$ cat src/rtl/dds_cmd_regs_if.sv
// dds_cmd_regs_if
//   APB bus bundle between the interconnect and the DDS command register bank.
//   master : drives paddr/psel/penable/pwrite/pwdata, receives prdata/pready/pslverr
//   slave  : the register bank side of the same signals
interface dds_cmd_regs_if;
  logic [31:0] paddr;
  logic        psel;
  logic        penable;
  logic        pwrite;
  logic [31:0] pwdata;
  logic [31:0] prdata;
  logic        pready;
  logic        pslverr;

  modport master (
    output paddr, psel, penable, pwrite, pwdata,
    input  prdata, pready, pslverr
  );

  modport slave (
    input  paddr, psel, penable, pwrite, pwdata,
    output prdata, pready, pslverr
  );
endinterface

$ cat src/rtl/dds_cmd_regs.sv
// dds_cmd_regs
//   APB register bank that queues DDS channel commands in a FIFO and dispatches
//   them one at a time to N_CH serial engines using a Start pulse / Busy
//   handshake. Keeps per-channel readback words and sticky error flags.
//
// Ports
//   APB_0_axiclk   in   clock
//   APB_0_aresetn  in   asynchronous active-low reset
//   APB_S_0        slave modport of dds_cmd_regs_if (APB bus)
//   Start          out  [N_CH]     one-hot, one-cycle start pulse
//   Busy           in   [N_CH]     per-channel busy
//   DataOut        out  [DW]       command data, shared by all channels
//   WR             out             command write flag, shared by all channels
//   DataIn         in   [N_CH*DW]  readback, channel c at [c*DW +: DW]
//
// Optional feature: define DDS_CMD_TIMEOUT_EN to abandon a command whose Busy
// never rises within TIMEOUT cycles (sets sticky TMO). Without it, WAIT_B
// waits indefinitely and TMO reads 0.
//
// Dispatcher states
//   state    | meaning
//   S_IDLE   | no command active; pops the FIFO head when EN and non-empty
//   S_ISSUE  | Start[ch] asserted for this single cycle
//   S_WAIT_B | waiting for Busy[ch] to rise (optionally bounded by TIMEOUT)
//   S_WAIT_D | waiting for Busy[ch] to fall; readback captured on that cycle
module dds_cmd_regs #(
  parameter int N_CH       = 4,
  parameter int DW         = 32,
  parameter int FIFO_DEPTH = 8,
  parameter int TIMEOUT    = 1024
) (
  input  logic                 APB_0_axiclk,
  input  logic                 APB_0_aresetn,
  dds_cmd_regs_if.slave        APB_S_0,
  output logic [N_CH-1:0]      Start,
  input  logic [N_CH-1:0]      Busy,
  output logic [DW-1:0]        DataOut,
  output logic                 WR,
  input  logic [N_CH*DW-1:0]   DataIn
);

  localparam int AW  = $clog2(FIFO_DEPTH);
  localparam int LW  = AW + 1;
  localparam int CHW = (N_CH > 1) ? $clog2(N_CH) : 1;
`ifdef DDS_CMD_TIMEOUT_EN
  localparam int TCW = $clog2(TIMEOUT + 1);
`endif

  typedef enum logic [1:0] {
    S_IDLE   = 2'd0,
    S_ISSUE  = 2'd1,
    S_WAIT_B = 2'd2,
    S_WAIT_D = 2'd3
  } state_t;

  typedef struct packed {
    logic [CHW-1:0] ch;
    logic           wr;
    logic [DW-1:0]  data;
  } cmd_t;

  // APB handshake and decode
  logic        pready_q, pready_d;
  logic        access, wr_acc;
  logic [7:0]  addr;
  logic        wr_ctrl, wr_status, wr_data, wr_cmd;
  logic [3:0]  cmd_ch_raw;
  logic        cmd_ch_ok;
  cmd_t        new_cmd;

  // configuration / staging
  logic          en_q, en_d;
  logic [DW-1:0] data_q, data_d;

  // command FIFO
  cmd_t          mem_q [FIFO_DEPTH];
  cmd_t          mem_d [FIFO_DEPTH];
  logic [AW-1:0] wptr_q, wptr_d, rptr_q, rptr_d;
  logic [LW-1:0] level_q, level_d;
  logic          push, pop, flush, full, empty;
  cmd_t          head;

  // dispatcher
  state_t          state_q, state_d;
  logic [CHW-1:0]  ch_q, ch_d;
  logic [DW-1:0]   dout_q, dout_d;
  logic            wr_q, wr_d;
  logic [DW-1:0]   rdata_q [N_CH];
  logic [DW-1:0]   rdata_d [N_CH];
  logic            busy_cur;
  logic [N_CH-1:0] start_c;

  // sticky flags
  logic ovf_q, ovf_d, badch_q, badch_d;
  logic ovf_set, badch_set, tmo_flag;
`ifdef DDS_CMD_TIMEOUT_EN
  logic           tmo_q, tmo_d, tmo_set;
  logic [TCW-1:0] tmo_cnt_q, tmo_cnt_d;
`endif

  logic [31:0] status;
  logic [31:0] prdata_c;
  logic        unused_bits;

  assign unused_bits = ^{APB_S_0.paddr[31:8], APB_S_0.pwdata};

  always_comb begin
    addr       = APB_S_0.paddr[7:0];
    pready_d   = APB_S_0.psel & APB_S_0.penable & ~pready_q;
    // side effects only on the completion cycle so every write lands once
    access     = APB_S_0.psel & APB_S_0.penable & pready_q;
    wr_acc     = access & APB_S_0.pwrite;
    wr_ctrl    = wr_acc && (addr == 8'h00);
    wr_status  = wr_acc && (addr == 8'h04);
    wr_data    = wr_acc && (addr == 8'h08);
    wr_cmd     = wr_acc && (addr == 8'h0C);
    cmd_ch_raw = APB_S_0.pwdata[11:8];
    cmd_ch_ok  = ({1'b0, cmd_ch_raw} < 5'(N_CH));
    full       = (level_q == LW'(FIFO_DEPTH));
    empty      = (level_q == '0);
    flush      = wr_ctrl & APB_S_0.pwdata[1];
    push       = wr_cmd & cmd_ch_ok & ~full;
    ovf_set    = wr_cmd & cmd_ch_ok & full;
    badch_set  = wr_cmd & ~cmd_ch_ok;
    new_cmd.ch   = cmd_ch_raw[CHW-1:0];
    new_cmd.wr   = APB_S_0.pwdata[0];
    new_cmd.data = data_q;
    head         = mem_q[rptr_q];
  end

  always_comb begin
    en_d   = en_q;
    data_d = data_q;
    if (wr_ctrl) en_d = APB_S_0.pwdata[0];
    if (wr_data) data_d = APB_S_0.pwdata[DW-1:0];
  end

  // FIFO: pointers wrap naturally at FIFO_DEPTH (power of two); flush wins
  always_comb begin
    mem_d   = mem_q;
    wptr_d  = wptr_q;
    rptr_d  = rptr_q;
    level_d = level_q;
    if (push) begin
      mem_d[wptr_q] = new_cmd;
      wptr_d        = wptr_q + 1'b1;
    end
    if (pop) rptr_d = rptr_q + 1'b1;
    case ({push, pop})
      2'b10:   level_d = level_q + 1'b1;
      2'b01:   level_d = level_q - 1'b1;
      default: level_d = level_q;
    endcase
    if (flush) begin
      wptr_d  = '0;
      rptr_d  = '0;
      level_d = '0;
    end
  end

  always_comb begin
    busy_cur = 1'b0;
    start_c  = '0;
    for (int c = 0; c < N_CH; c++) begin
      if (ch_q == CHW'(c)) begin
        busy_cur   = Busy[c];
        start_c[c] = (state_q == S_ISSUE);
      end
    end
  end

  always_comb begin
    state_d = state_q;
    ch_d    = ch_q;
    dout_d  = dout_q;
    wr_d    = wr_q;
    pop     = 1'b0;
    rdata_d = rdata_q;
`ifdef DDS_CMD_TIMEOUT_EN
    tmo_set   = 1'b0;
    tmo_cnt_d = tmo_cnt_q;
`endif
    case (state_q)
      S_IDLE: begin
        if (en_q && !empty) begin
          pop     = 1'b1;
          ch_d    = head.ch;
          dout_d  = head.data;
          wr_d    = head.wr;
          state_d = S_ISSUE;
        end
      end
      S_ISSUE: begin
        state_d = S_WAIT_B;
`ifdef DDS_CMD_TIMEOUT_EN
        // down-counter covers TIMEOUT WAIT_B cycles, expiring at zero
        tmo_cnt_d = TCW'(TIMEOUT - 1);
`endif
      end
      S_WAIT_B: begin
        if (busy_cur) state_d = S_WAIT_D;
`ifdef DDS_CMD_TIMEOUT_EN
        else if (tmo_cnt_q == '0) begin
          tmo_set = 1'b1;
          state_d = S_IDLE;
        end
        else tmo_cnt_d = tmo_cnt_q - 1'b1;
`endif
      end
      S_WAIT_D: begin
        if (!busy_cur) begin
          for (int c = 0; c < N_CH; c++) begin
            if (ch_q == CHW'(c)) rdata_d[c] = DataIn[c*DW +: DW];
          end
          state_d = S_IDLE;
        end
      end
      default: state_d = S_IDLE;
    endcase
  end

  // sticky flags: a set in the same cycle as a W1C clear keeps the flag
  always_comb begin
    ovf_d   = ovf_q;
    badch_d = badch_q;
    if (wr_status && APB_S_0.pwdata[16]) ovf_d = 1'b0;
    if (wr_status && APB_S_0.pwdata[18]) badch_d = 1'b0;
    if (ovf_set) ovf_d = 1'b1;
    if (badch_set) badch_d = 1'b1;
`ifdef DDS_CMD_TIMEOUT_EN
    tmo_d = tmo_q;
    if (wr_status && APB_S_0.pwdata[17]) tmo_d = 1'b0;
    if (tmo_set) tmo_d = 1'b1;
    tmo_flag = tmo_q;
`else
    tmo_flag = 1'b0;
`endif
  end

  always_comb begin
    status          = '0;
    status[0]       = busy_cur;
    status[1]       = (state_q != S_IDLE);
    status[2]       = empty;
    status[3]       = full;
    status[8 +: LW] = level_q;
    status[16]      = ovf_q;
    status[17]      = tmo_flag;
    status[18]      = badch_q;

    prdata_c = '0;
    case (addr)
      8'h00:   prdata_c = {31'b0, en_q};
      8'h04:   prdata_c = status;
      8'h08:   prdata_c = 32'(data_q);
      default: prdata_c = '0;
    endcase
    for (int c = 0; c < N_CH; c++) begin
      if (addr == 8'(16 + 4*c)) prdata_c = 32'(rdata_q[c]);
    end
  end

  always_ff @(posedge APB_0_axiclk or negedge APB_0_aresetn) begin
    if (!APB_0_aresetn) begin
      pready_q <= 1'b0;
      en_q     <= 1'b0;
      data_q   <= '0;
      for (int i = 0; i < FIFO_DEPTH; i++) mem_q[i] <= '0;
      wptr_q   <= '0;
      rptr_q   <= '0;
      level_q  <= '0;
      state_q  <= S_IDLE;
      ch_q     <= '0;
      dout_q   <= '0;
      wr_q     <= 1'b0;
      for (int c = 0; c < N_CH; c++) rdata_q[c] <= '0;
      ovf_q    <= 1'b0;
      badch_q  <= 1'b0;
`ifdef DDS_CMD_TIMEOUT_EN
      tmo_q     <= 1'b0;
      tmo_cnt_q <= '0;
`endif
    end else begin
      pready_q <= pready_d;
      en_q     <= en_d;
      data_q   <= data_d;
      mem_q    <= mem_d;
      wptr_q   <= wptr_d;
      rptr_q   <= rptr_d;
      level_q  <= level_d;
      state_q  <= state_d;
      ch_q     <= ch_d;
      dout_q   <= dout_d;
      wr_q     <= wr_d;
      rdata_q  <= rdata_d;
      ovf_q    <= ovf_d;
      badch_q  <= badch_d;
`ifdef DDS_CMD_TIMEOUT_EN
      tmo_q     <= tmo_d;
      tmo_cnt_q <= tmo_cnt_d;
`endif
    end
  end

  assign Start           = start_c;
  assign DataOut         = dout_q;
  assign WR              = wr_q;
  assign APB_S_0.prdata  = prdata_c;
  assign APB_S_0.pready  = pready_q;
  assign APB_S_0.pslverr = 1'b0;

endmodule

$ cat src/flat_wrapper.sv
// flat-port wrapper written by rule: the top's interface ports become plain ports
module dds_cmd_regs_flat 
#(
  parameter int N_CH       = 4,
  parameter int DW         = 32,
  parameter int FIFO_DEPTH = 8,
  parameter int TIMEOUT    = 1024
)
  (APB_0_axiclk, APB_0_aresetn, Start, Busy, DataOut, WR, DataIn, APB_S_0_paddr, APB_S_0_psel, APB_S_0_penable, APB_S_0_pwrite, APB_S_0_pwdata, APB_S_0_prdata, APB_S_0_pready, APB_S_0_pslverr);
  dds_cmd_regs_if APB_S_0_i ();
  input  logic APB_0_axiclk;
  input  logic APB_0_aresetn;
  output logic [N_CH-1:0] Start;
  input  logic [N_CH-1:0] Busy;
  output logic [DW-1:0] DataOut;
  output logic WR;
  input  logic [N_CH*DW-1:0] DataIn;
  input wire logic [$bits(APB_S_0_i.paddr)-1:0] APB_S_0_paddr;
  input wire logic [$bits(APB_S_0_i.psel)-1:0] APB_S_0_psel;
  input wire logic [$bits(APB_S_0_i.penable)-1:0] APB_S_0_penable;
  input wire logic [$bits(APB_S_0_i.pwrite)-1:0] APB_S_0_pwrite;
  input wire logic [$bits(APB_S_0_i.pwdata)-1:0] APB_S_0_pwdata;
  output wire logic [$bits(APB_S_0_i.prdata)-1:0] APB_S_0_prdata;
  output wire logic [$bits(APB_S_0_i.pready)-1:0] APB_S_0_pready;
  output wire logic [$bits(APB_S_0_i.pslverr)-1:0] APB_S_0_pslverr;
  assign APB_S_0_i.paddr = APB_S_0_paddr;
  assign APB_S_0_i.psel = APB_S_0_psel;
  assign APB_S_0_i.penable = APB_S_0_penable;
  assign APB_S_0_i.pwrite = APB_S_0_pwrite;
  assign APB_S_0_i.pwdata = APB_S_0_pwdata;
  assign APB_S_0_prdata = APB_S_0_i.prdata;
  assign APB_S_0_pready = APB_S_0_i.pready;
  assign APB_S_0_pslverr = APB_S_0_i.pslverr;
  dds_cmd_regs #(.N_CH(N_CH), .DW(DW), .FIFO_DEPTH(FIFO_DEPTH), .TIMEOUT(TIMEOUT)) u_core (.APB_0_axiclk(APB_0_axiclk), .APB_0_aresetn(APB_0_aresetn), .APB_S_0(APB_S_0_i), .Start(Start), .Busy(Busy), .DataOut(DataOut), .WR(WR), .DataIn(DataIn));
endmodule
$ cat config.mk
export PLATFORM = sky130hd
export DESIGN_NAME = dds_cmd_regs_flat
export DESIGN_NICKNAME = d
export VERILOG_FILES = /design/src/rtl/dds_cmd_regs_if.sv /design/src/rtl/dds_cmd_regs.sv /design/src/flat_wrapper.sv
export SDC_FILE = /design/constraint.sdc
export NUM_CORES = 1
export LEC_CHECK = 0
export BUFFER_PORTS_ARGS = -buffer_cell sky130_fd_sc_hd__buf_2
export CAP_MARGIN = 5
export CORE_MARGIN = 4
export CORE_UTILIZATION = 59
export DETAILED_ROUTE_END_ITERATION = 12
export PLACE_DENSITY = 0.87
export SLEW_MARGIN = 20
export SYNTH_ARGS = -nofsm -noshare
export SYNTH_HDL_FRONTEND = slang
export SYNTH_SLANG_ARGS = --single-unit
$ cat constraint.sdc
create_clock -name APB_0_axiclk -period 4.05 [get_ports APB_0_axiclk]
set_clock_uncertainty 0.05 [all_clocks]
set_input_delay 0.2025 -clock APB_0_axiclk [delete_from_list [all_inputs] [get_ports APB_0_axiclk]]
set_output_delay 0.2025 -clock APB_0_axiclk [all_outputs]
set_load 0.03 [all_outputs]
# ---- Word-level counts from Yosys, hierarchy flattened
# Index checks and enable logic that the tools add are counted.
dict set report word_totals {
  ff_bits 491
  input_bits 201
  output_inout_bits 71
  wordCells 142
}
dict set report classes {
  addsub 4
  n_lt_le_gt_ge 4
  n_eq_ne 19
  mux 35
  bitwise 15
  n_reduce_logical 25
}
# cell n
set ops {}
lappend ops {{$bwmux W280} 1}
lappend ops {{$mux W32} 4}
lappend ops {{$bmux W35 S3} 1}
lappend ops {{$demux W35 S3} 1}
lappend ops {{$mux W35} 3}
lappend ops {{$pmux W32 S3} 1}
lappend ops {{$eq A8 B5 Y1 const B} 4}
lappend ops {{$eq A8 B4 Y1 const B} 2}
lappend ops {{$reduce_and A3 Y1} 5}
lappend ops {{$mux W1} 14}
lappend ops {{$mux W3} 4}
lappend ops {{$eq A2 B2 Y1 const B} 5}
lappend ops {{$reduce_bool A2 Y1} 5}
lappend ops {{$and A1 B1 Y1} 9}
lappend ops {{$eq A8 B3 Y1 const B} 1}
lappend ops {{$ge A4 B4 Y1 const B} 2}
lappend ops {{$logic_and A1 B1 Y1} 8}
lappend ops {{$logic_not A8 Y1} 1}
lappend ops {{$not A3 Y4} 2}
lappend ops {{$pmux W2 S4} 1}
lappend ops {{$pmux W4 S2} 1}
lappend ops {{$add A3 B1 Y3 const B} 2}
lappend ops {{$eq A2 B1 Y1 const B} 3}
lappend ops {{$mux W2} 3}
lappend ops {{14 further kinds} 19}

# ---- Depth between registers and ports, before layout
dict set report logic_depth {
  depth_word 10
  mapped_depth 12
  ltp_nobuf 10
}

# ---- Least setup slack after synthesis
# No wires, ideal clock.
dict set report synth_timing {
  path_type {reg2reg}
  start {reg u_core.level_q[1]}
  end {reg u_core.level_q[2]}
  arrival_ns 2.965
  required_ns 3.922
  slack_ns 0.957
  path_stages_with_launch 13
  path_cell_list {dfrtp_1 > clkbuf_1 > or4_1 > and3_1 > clkbuf_1 > clkbuf_1 > ha_1 > xor2_1 > ha_1 > a21oi_1 > xor2_1 > or3_1 > a21oi_1}
}
dict set report synth_between {
  elab_chain_cells 8
  word_cells_on_any_way 15
}
# item line_no
set synth_lines {}
lappend synth_lines {{start: declaration} dds_cmd_regs.sv:79} ;# logic [LW-1:0] level_q, level_d;
lappend synth_lines {{start signal: assignment} dds_cmd_regs.sv:290} ;# level_q <= level_d;
lappend synth_lines {{$logic_not A4 Y1 *} dds_cmd_regs.sv:120} ;# empty = (level_q == '0);
lappend synth_lines {{$logic_not A1 Y1 *} dds_cmd_regs.sv:185} ;# if (en_q && !empty) begin
lappend synth_lines {{$logic_and A1 B1 Y1 *} dds_cmd_regs.sv:185}
lappend synth_lines {{$mux W1 *} dds_cmd_regs.sv:185}
lappend synth_lines {{$mux W1 *} dds_cmd_regs.sv:183} ;# case (state_q)
lappend synth_lines {{via u_core.pop} dds_cmd_regs.sv:80} ;# logic push, pop, flush, full, empty;
lappend synth_lines {{$eq A2 B1 Y1 or $eq A2 B2 Y1 (tied branches)} dds_cmd_regs.sv:149} ;# case ({push, pop})
lappend synth_lines {{$pmux W4 S2} dds_cmd_regs.sv:149}
lappend synth_lines {{$mux W4} dds_cmd_regs.sv:154} ;# if (flush) begin
# Mark *: on every way through the listed nets, which the timed path passes. The rest lies on a longest branch.
# A chain may end at the register's enable or synchronous reset.

# ---- Worst setup path after layout
dict set report layout_timing {
  start {in APB_S_0_paddr[3]}
  end {out APB_S_0_prdata[29]}
}
dict set report layout_between {
  elab_chain_cells 6
  word_cells_on_any_way 12
}
# item line_no
set layout_lines {}
lappend layout_lines {{start: declaration} flat_wrapper.sv:18} ;# input wire logic [$bits(APB_S_0_i.paddr)-1:0] APB_S_0_paddr;
lappend layout_lines {{$eq A8 B4 Y1, or another cell as far along} dds_cmd_regs.sv:252} ;# case (addr)
lappend layout_lines {{$pmux W32 S3} dds_cmd_regs.sv:252}
lappend layout_lines {{$mux W32 (3 in a row)} dds_cmd_regs.sv:259} ;# if (addr == 8'(16 + 4*c)) prdata_c = 32'(rdata_q[c]);
lappend layout_lines {{$mux W32 *} dds_cmd_regs.sv:259}
lappend layout_lines {{end: declaration} flat_wrapper.sv:23} ;# output wire logic [$bits(APB_S_0_i.prdata)-1:0] APB_S_0_prdata;
# Mark *: on every way between the ends. The rest lies on a longest branch, timed or not.

==> reports/results.txt <==
Register area share after synthesis: 0.547
Hold-fix buffers, CTS: 162
Initial Util: 0.597
Net Sw Frac: 0.240
Largest family of logic cells by synthesized area: multiplexers
Syn. warnings: 0
Critical-path top delay cell: or4b_2
Post-synthesis xor/xnor area fraction: 0.00195
Cts bufs inserted: 48
Cell Area, Synth: 0.0225 mm^2
Core area: 0.0377 mm^2
Clock Sink Count: 491
Nets@finish: 2,072
Post-Layout Inst Area: 0.0273 mm^2
Worst-path clk slew: 0.07 ns
Die X: 203 um
Drt first pass iters: 6
Vias in the first global route: 17.4k
Area of the multi-input gates: 0.00959 mm^2
Cell family with most CP delay: simple AND/OR/NAND/NOR gates
P_sw: 2.61 mW
Num rows: 71
Hpwl dp: 36,300 um
Synth area leader: dfrtp_1
Die Y: 203 um
Die area: 0.0413 mm^2
Synth top area cells: dfrtp_1 (55%), mux2_2 (20%), mux4_2 (8.5%)
FF+latch area: 0.0123 mm^2
DR WL/cell: 27.8 um
CP startpoint kind: input port
CP arrival: 3.02 ns
CTS tree: built
Slew at the pin closest to its max-slew limit: 1.01 ns
Adder-Cell Fraction of Synth Area: 0.00501
Largest net degree at the start of global routing: 117
Post-CTS setup buffer count: 0
Io pins: 272
Min-Delay Path Class: input port to flip-flop
Final setup fails: 0
WS Path Type: input port to output pin
Mux contribution to synthesized area: 0.346
RSZ-0062 raised after global routing: false
GP Congestion: 0.870
FFs w/ async S/R, synth: 1.00
Achievable frequency: 305 MHz
Initial antenna violation count: 2
GRT overflow: 0
Final hold violations: 0
Complex-gate fraction of the synthesized area: 0.0363
Peak VDD IR: 0.459 mV
H-tree Lvls: 2
Post-route setup slack: 0.774 ns
Critical path peak fanout: 46
Post-synth net total: 1,715
Synth top cells by count: dfrtp_1 (491), mux2_2 (395), mux4_2 (85)
Synth top area share: 0.547
MaxCap Viol Count: 0
Clock buffer depth: 3
Clk_lat worst skew: 0.58 ns
GRT Util Overall: 0.326
Nature of the critical path endpoint: output pin
Critical Path RT: 3.80 ns
Max incr delay on CP: 0.88 ns
Synth-to-Final Area Change: 21.6%
Setup WS pre-CTS: 0.715 ns
Outcome: finished clean
Crit path buffers/inverters: 4
Leak pwr: 13.7 nW
First-pass GRT wire length: 104,000 um
Initial DRC count: 1,642
Via/cell ratio: 6.51
Total number of vias: 15.7k
Synth cell types: 60
Fin crit share: 0.809
Final Max Slew Viols: 0
Detail Route Antenna Nets: 0
Worst rel slew slack: 0.323
Simple-Gate Fraction of Synth Area: 0.0337
Residual DRC count: 0
I/O Buffers: 246
Reg power frac: 0.484
CTS root buffer: clkbuf_16
Setup Total Neg Slack: 0 ns
Syn_area_per_cell: 14.9 um^2
Area after DPL: 0.0241 mm^2
Post-synth EDFFs: 0
Count leader, synth: dfrtp_1
Filler Cells Inserted: 2,144
Post_cts resized: 0
Clock power share: 0.424
Final wirelength: 67,100 um
Comb power frac: 0.092
Cells along the critical path: buf_2 -> buf_4 -> or4b_2 -> nor2_1 -> buf_4 -> nand2_1 -> a22oi_1 -> buf_2
P per Cell Area: 397 mW/mm^2
Final Critical Period: 3.28 ns
Synth Register Bits: 491
Internal power: 8.25 mW
Synth Flop Type: dfrtp_1
Mapped Cells: 1,505
Share of layout cells above drive strength 1: 0.483
[per-stage QoR]
step | power [mW] | utilization | instances | hold WS, ns
2_1_floorplan | 5.73 | - | 1505 | -0.143
3_3_place_gp | 6.03 | 0.640 | 2161 | 0.284
3_5_place_dp | 6.09 | 0.640 | 2161 | 0.309
4_1_cts | 10.7 | 0.725 | 2409 | 0.0338
5_1_grt | 11.1 | 0.725 | 2411 | 0.0457
6_report | 10.9 | 0.725 | 2411 | 0.0461
[routing by layer]
| layer | part of all wire | vias to the layer above | routed length [um] | track usage |
|---|---|---|---|---|
| met3 | 0.087 | 356 | 5850 | 0.0784 |
| met2 | 0.48 | 1094 | 32000 | 0.527 |
| li1 | - | 6261 | - | - |
| met5 | 0 | - | 0 | 0 |
| met4 | 0.070 | 0 | 4690 | 0.184 |
| met1 | 0.37 | 7980 | 24500 | 0.409 |
[worst register-to-register path, stage by stage, from the launching register on]
cell and delay [ns]:
dfrtp_1 0.41, nand4_1 0.39, nor3_1 0.51, nand2_1 0.19, ha_1 0.33, xor2_1 0.19
ha_1 0.20, a21oi_1 0.22, xor2_1 0.15, or3_1 0.34, a21oi_1 0.14
[registers in the layout, summed over array words and instances (netlist names)]
signal and cells:
u_core.APB_S_0.pready 1, u_core.data_q 32, u_core.ch_q 2, u_core.rdata_q 128, u_core.mem_q 280, u_core.ovf_q 1
u_core.en_q 1, u_core.DataOut 32, u_core.wptr_q 3, u_core.WR 1, u_core.badch_q 1, u_core.rptr_q 3
u_core.level_q 4, u_core.state_q 2
[power groups by stage]
stage	combinational (mW)	clock (mW)	sequential (mW)
after floorplan	0.472	0	5.26
after global placement	0.753	0	5.28
after detailed placement	0.788	0	5.31
after CTS	0.928	4.54	5.22
after global routing	1.05	4.81	5.26
final	1.00	4.60	5.25
[cell type report]
| cell class | instances | area share |
|---|---|---|
| well taps | 511 | 0.0234 |
| repair buffers | 444 | 0.117 |
| diodes | 2 | 0.000183 |
| multi-input cells | 872 | 0.351 |
| clock inverters | 10 | 0.00481 |
| inverters | 5 | 0.000687 |
| flip-flops and latches | 491 | 0.450 |
| clock buffers | 76 | 0.0530 |
[path summary, 6_finish.rpt]
| check | startpoint | end | slack, ns | cells after the start |
|---|---|---|---|---|
| worst max register to register | u_core.APB_S_0.pready | u_core.level_q[2] | 0.88 | 10 |
| max in group asynchronous | APB_0_aresetn | u_core.mem_q[53] | 2.56 | 3 |
| worst max-delay path | APB_S_0_paddr[3] | APB_S_0_prdata[29] | 0.77 | 8 |
| min in group asynchronous | APB_0_aresetn | u_core.DataOut[29] | 0.27 | 2 |
| worst min-delay path | APB_S_0_pwdata[0] | u_core.en_q | 0.05 | 2 |
| worst min register to register | u_core.mem_q[72] | u_core.mem_q[72] | 0.44 | 1 |
[cells in the final DEF (no fill, tap or decap), types with 3 or more instances in the layout]
cell type	count
nor4b_2	3
o22ai_1	11
mux4_2	85
buf_4	31
buf_12	5
a221oi_1	12
ha_1	9
clkbuf_1	15
mux2_2	395
a22oi_1	7
buf_2	245
mux2_4	60
nand2b_1	3
nor3_1	4
mux2i_1	49
nand3_1	3
clkinv_2	6
o21ai_0	23
dlygate4sd3_1	162
clkbuf_8	12
mux2_1	3
nand4_1	5
clkbuf_16	49
nand2_1	25
a21oi_1	44
a31oi_1	3
inv_1	5
bufinv_16	3
dfrtp_1	488
nor2_1	53
xor2_1	4
a22o_1	18
nor2b_1	6
[cell families (layout without fill, tap and decap cells)]
group	Yosys count	after routing
multiplexers	592	592
flip-flops	491	491
buffers and inverters	142	535
AND/OR/NAND/NOR	138	138
AO/OA/AOI/OAI	127	127
adder cells (fa/ha/maj)	9	9
XOR/XNOR	5	5
other	1	3
Note: power is estimated with default switching activity, not from simulation.
